==> src/rtl/uart_rx_fifo_if.sv <==
// uart_rx_fifo_if: SoC-facing read and error-flag bus of the UART receiver
interface uart_rx_fifo_if;
    logic [7:0] rd_data;
    logic       rd_valid;
    logic       rd_pop;
    logic       frame_err;
    logic       overrun;
    logic       clear_err;
    modport master (input rd_data, rd_valid, frame_err, overrun, output rd_pop, clear_err);
    modport slave  (output rd_data, rd_valid, frame_err, overrun, input rd_pop, clear_err);
endinterface

==> src/rtl/uart_rx_fifo.sv <==
// uart_rx_fifo: oversampling 8N1 UART receiver feeding a FWFT FIFO with cts_n flow control
module uart_rx_fifo #(
    parameter int CLKS_PER_BIT = 416,
    parameter int FIFO_AW      = 4,
    parameter int CTS_MARGIN   = 4
) (
    input  logic clk_core,
    input  logic reset_n,
    input  logic rx,
    output logic cts_n,
    uart_rx_fifo_if.slave bus
);
    localparam int DEPTH = 1 << FIFO_AW;
    localparam int HALF  = CLKS_PER_BIT / 2;
    localparam int TW    = $clog2(CLKS_PER_BIT);
    localparam int CW    = FIFO_AW + 1;
    typedef enum logic [2:0] {IDLE, START, DATA, STOP, BREAK} state_t;
    state_t state;
    logic [TW-1:0] timer;
    logic [2:0] bitcnt;
    logic [7:0] shreg;
    logic rx_m, rx_s, started;
    logic [7:0] mem [DEPTH];
    logic [FIFO_AW-1:0] wptr, rptr;
    logic [CW-1:0] count, count_next;
    logic bit_end, stop_hit, pop, full, push;
    assign bit_end    = timer == TW'(CLKS_PER_BIT - 1);
    assign stop_hit   = state == STOP && bit_end;
    assign pop        = bus.rd_pop && count != '0;
    assign full       = count == CW'(DEPTH);
    // a pop in the stop-sample cycle frees the slot the new byte needs
    assign push       = stop_hit && rx_s && (!full || pop);
    assign count_next = count + CW'(push) - CW'(pop);
    assign bus.rd_valid = count != '0;
    assign bus.rd_data  = bus.rd_valid ? mem[rptr] : '0;
    always_ff @(posedge clk_core or negedge reset_n)
        if (!reset_n) begin
            state  <= IDLE;
            timer  <= '0;
            bitcnt <= '0;
            shreg  <= '0;
        end else begin
            case (state)
                IDLE:  if (!rx_s) begin
                           state <= START;
                           timer <= '0;
                       end
                START: if (timer == TW'(HALF - 1)) begin
                           state  <= rx_s ? IDLE : DATA;
                           timer  <= '0;
                           bitcnt <= '0;
                       end else timer <= timer + 1'b1;
                DATA:  if (bit_end) begin
                           shreg  <= {rx_s, shreg[7:1]};
                           bitcnt <= bitcnt + 1'b1;
                           timer  <= '0;
                           state  <= bitcnt == 3'd7 ? STOP : DATA;
                       end else timer <= timer + 1'b1;
                STOP:  if (bit_end) begin
                           state <= rx_s ? IDLE : BREAK;
                           timer <= '0;
                       end else timer <= timer + 1'b1;
                BREAK: if (rx_s) state <= IDLE;
                default: state <= IDLE;
            endcase
        end
    always_ff @(posedge clk_core)
        if (push) mem[wptr] <= shreg;
    always_ff @(posedge clk_core or negedge reset_n)
        if (!reset_n) begin
            rx_m          <= 1'b1;
            rx_s          <= 1'b1;
            wptr          <= '0;
            rptr          <= '0;
            count         <= '0;
            started       <= 1'b0;
            cts_n         <= 1'b1;
            bus.frame_err <= 1'b0;
            bus.overrun   <= 1'b0;
        end else begin
            rx_m          <= rx;
            rx_s          <= rx_m;
            wptr          <= wptr + FIFO_AW'(push);
            rptr          <= rptr + FIFO_AW'(pop);
            count         <= count_next;
            started       <= 1'b1;
            cts_n         <= started ? (CW'(DEPTH) - count_next) <= CW'(CTS_MARGIN) : 1'b1;
            bus.frame_err <= (stop_hit && !rx_s) ? 1'b1 : bus.clear_err ? 1'b0 : bus.frame_err;
            bus.overrun   <= (stop_hit && rx_s && full && !pop) ? 1'b1 : bus.clear_err ? 1'b0 : bus.overrun;
        end
endmodule

==> src/flat_wrapper.sv <==
// flat-port wrapper written by rule: the top's interface ports become plain ports
module uart_rx_fifo_flat 
#(
    parameter int CLKS_PER_BIT = 416,
    parameter int FIFO_AW      = 4,
    parameter int CTS_MARGIN   = 4
)
  (clk_core, reset_n, rx, cts_n, bus_rd_data, bus_rd_valid, bus_frame_err, bus_overrun, bus_rd_pop, bus_clear_err);
  uart_rx_fifo_if bus_i ();
  input  logic clk_core;
  input  logic reset_n;
  input  logic rx;
  output logic cts_n;
  output wire logic [$bits(bus_i.rd_data)-1:0] bus_rd_data;
  output wire logic [$bits(bus_i.rd_valid)-1:0] bus_rd_valid;
  output wire logic [$bits(bus_i.frame_err)-1:0] bus_frame_err;
  output wire logic [$bits(bus_i.overrun)-1:0] bus_overrun;
  input wire logic [$bits(bus_i.rd_pop)-1:0] bus_rd_pop;
  input wire logic [$bits(bus_i.clear_err)-1:0] bus_clear_err;
  assign bus_rd_data = bus_i.rd_data;
  assign bus_rd_valid = bus_i.rd_valid;
  assign bus_frame_err = bus_i.frame_err;
  assign bus_overrun = bus_i.overrun;
  assign bus_i.rd_pop = bus_rd_pop;
  assign bus_i.clear_err = bus_clear_err;
  uart_rx_fifo #(.CLKS_PER_BIT(CLKS_PER_BIT), .FIFO_AW(FIFO_AW), .CTS_MARGIN(CTS_MARGIN)) u_core (.clk_core(clk_core), .reset_n(reset_n), .rx(rx), .cts_n(cts_n), .bus(bus_i));
endmodule
==> config.mk <==
export PLATFORM = sky130hd
export DESIGN_NAME = uart_rx_fifo_flat
export DESIGN_NICKNAME = d
export VERILOG_FILES = /design/src/rtl/uart_rx_fifo_if.sv /design/src/rtl/uart_rx_fifo.sv /design/src/flat_wrapper.sv
export SDC_FILE = /design/constraint.sdc
export NUM_CORES = 1
export LEC_CHECK = 0
export BUFFER_PORTS_ARGS = -buffer_cell sky130_fd_sc_hd__buf_4
export CORE_ASPECT_RATIO = 0.75
export CORE_MARGIN = 3
export CORE_UTILIZATION = 60
export DETAILED_ROUTE_END_ITERATION = 16
export PLACE_DENSITY = 0.83
export SYNTH_ARGS = -nofsm -noshare
export SYNTH_HDL_FRONTEND = slang
export SYNTH_SLANG_ARGS = --single-unit
==> constraint.sdc <==
create_clock -name clk_core -period 3.8 [get_ports clk_core]
set_input_delay 0.38 -clock clk_core [delete_from_list [all_inputs] [get_ports clk_core]]
set_output_delay 0.38 -clock clk_core [all_outputs]
set_load 0.005 [all_outputs]
==> reports/metrics.yaml <==
status: "finished, final reports clean"
skew_ns: 0.01155
grt_pass1_vias: 3875
post_synth_mux_area_share_pct: 14.15
placed_area_um2: 7448
synth-seq-cells: 170
nNetsFinal: 467
post-place-ws_ns: 0.2877
grt_max_degree: 43
first_iter_violations: 443
required_ns: 4.13
synth_xor_area_share_pct: 0.9806
worst_slew_pin_slew_ns: 1.057
synthSimpleGateAreaFrac_pct: 6.987
relSlewSlack_pct: 29.54
yosys_most_used_dff: "edfxtp_1"
finalCritPeriodShare_pct: 92.99
setup_violations: 0
synthAdderAreaFrac_pct: 2.556
start_util_pct: 63.39
synth.distinct_cells: 60
crit_path_max_fanout: 4
syn_nets: 443
yosysWarnings: 0
worst_ir_drop_vdd_uv: 328.3
synth-edff-count: 128
ant_nets: 0
setup_ws_ns: 0.2662
hold_violations: 0
cts_setup_buffers: 0
critical_path.slowest_cell: "or3b_2"
drv_cap: 0
holdWs_ns: 0.06774
track_usage_pct: 22.05
max_freq_mhz: 283.0
synth_top_area_share_pct: 53.79
synth_top_area_cell: "edfxtp_1"
synth_area_um2: 7146
hold_path_class: "in2reg"
via_per_inst: 6.337
netlist_top_cells_area: "edfxtp_1, dfrtp_1, mux4_2"
crit_path_start_kind: "register"
drc: 0
clockRootBuffer: "clkbuf_16"
fp.dieH_um: 100.5
drv_slew: 0
synth_compound_area_share_pct: 4.360
cts_tree: "yes"
drive_gt1_share_pct: 23.43
io_buffer_count: 16
area_growth_pct: 12.40
fin_crit_ns: 3.534
fp.coreArea_um2: 11270
p_leak_nw: 3.201
cts.clk_slew.worst_paths_ns: 0.06
crit_arrival_ns: 3.86
clock_latency_ns: 0.42
power_density_nw_per_um2: 576.3
postSynthCellCount: 424
syn_area_per_cell_um2: 16.85
die_area_um2: 13270
crit_chain: "inv_1, ha_1, or3b_2, nand2b_1, and2_1, ha_1, inv_1, ha_1, fa_1, and3b_1, o31a_1, or2_1, o211ai_1"
crit_type: "reg2reg"
numCtsBuffers: 17
seq_area_frac_synth_pct: 68.55
io_pins: 17
die_w_um: 132.0
cpPeakStageDelay_ns: 0.48
synth_top_family_by_area: "multiplexers"
grt.overflow.total: 0
whs_path_depth: 1
dr.pass1.iters: 5
vias: 3916
clockBufferDepth: 2
h-tree-depth: 4
end_kind: "register"
num_rows: 33
rsz0062_at_grt: "no"
wl_mm: 13.59
reg2reg_depth: 13
grt_pass1_wl_mm: 21.85
async_flop_share_pct: 24.71
hpwl_mm: 8.717
num_antenna_cells: 0
gp_congestion: 0.9284
utilization_pct: 71.25
stdcell_area_um2: 8031
crit_top_cell: "ha_1"
fin_setup_tns_ns: 0
numClockSinks: 170
antenna_found_initial: 0
wl_per_cell_um: 21.99
-- cells in the final DEF, fill, tap and decap left out, types with 5 or more instances in the layout --
master	count
edfxtp_1	128
dfrtp_1	38
mux4_2	32
buf_4	24
nand2_1	20
mux2i_1	20
inv_1	18
clkbuf_16	17
nor2_1	15
ha_1	13
nor3_1	11
o22ai_1	10
nand3_1	6
nor4_1	6
o21ai_0	6
mux2_2	6
inv_8	6
nand2b_1	5
o211ai_1	5
inv_6	5
-- flip-flops by register name, indices dropped and copies added (netlist names), 3 cells and up --
register and count:
u_core.rptr 4, u_core.count 5, u_core.wptr 4, u_core.mem 128, u_core.timer 9, u_core.bitcnt 3, u_core.state 3, u_core.shreg 8
-- worst max-delay path: cells and delay by family, from the launching register on --
family          cells  cell delay (ns)
compound gates      2             0.52
simple gates        5             1.36
fa+ha+maj           4             1.06
flops               1             0.38
buf+inv             2             0.12
-- Yosys cell counts (2+ instances only) --
library cell / count
o22ai_1: 10
dfstp_2: 3
inv_1: 18
mux2_1: 2
buf_1: 2
mux2_2: 6
a21oi_1: 4
a31oi_1: 2
clkbuf_1: 8
or3_1: 2
nand4b_1: 4
edfxtp_1: 128
xor2_1: 4
ha_1: 13
o31a_1: 2
dfrtp_1: 39
nor2b_1: 3
nand4_1: 3
mux4_2: 32
nand2_1: 20
o2111ai_1: 2
nor4_1: 6
buf_2: 9
mux2i_1: 20
nor2_1: 15
o211ai_1: 5
nand3_1: 6
xnor2_1: 4
nand2b_1: 5
o21ai_0: 6
or2_1: 2
nor3_1: 11
-- layout make-up --
type / count / area (µm²)
well taps: 157 / 196.4
clock buffers: 17 / 425.4
clock inverters: 15 / 147.6
fillers: 671 / 3241
inverters: 18 / 67.56
repair buffers: 26 / 210.2
multi-input cells: 215 / 2085
flip-flops and latches: 170 / 4900
-- what timing repair did --
item	CTS	global route
hold buffers	1	0
hold endpoints to repair	39	0
gates resized for setup	0	0
-- power breakdown --
part           total, W  internal [W]  switching, W  leakage [nW]
Sequential      0.00216       0.00204      0.000120          2.03
Combinational  0.000811      0.000381      0.000431         0.891
Clock           0.00166      0.000877      0.000779         0.281
Total           0.00463       0.00330       0.00133          3.20
-- kinds of logic after synthesis --
group / count (synthesis)
fa+ha+maj: 14
other cells: 1
mux: 60
xor+xnor: 8
compound gates: 43
simple gates: 89
buf+inv: 39
flops: 170
-- stage by stage --
step | instances | total power [W]
2_1_floorplan | 424 | 0.002789
3_5_place_dp | 585 | 0.003004
5_1_grt | 618 | 0.004808
3_3_place_gp | 585 | 0.002962
6_report | 618 | 0.004628
4_1_cts | 618 | 0.004660
-- worst paths after layout --
path / slack [ns] / to / start
max: 0.27 / u_core.cts_n$_DFF_PN1_ / u_core.count[3]$_DFF_PN0_
min: 0.07 / u_core.rx_m$_DFF_PN1_ / rx
max reg2reg: 0.27 / u_core.cts_n$_DFF_PN1_ / u_core.count[3]$_DFF_PN0_
min reg2reg: 0.36 / u_core.rx_s$_DFF_PN1_ / u_core.rx_m$_DFF_PN1_
max in group asynchronous: 2.91 / u_core.rptr[0]$_DFF_PN0_ / reset_n
min in group asynchronous: 0.49 / u_core.timer[5]$_DFFE_PN0P_ / reset_n
-- layer usage --
metal | GRT usage [%] | up-vias | part of all wire [%]
li1 | - | 1721 | -
met1 | 31.99 | 1993 | 44
met5 | 0 | - | 0
met3 | 5.090 | 28 | 6.3
met2 | 33.73 | 174 | 48
met4 | 7.667 | 0 | 1.6
(Power assumes the default switching activity.)
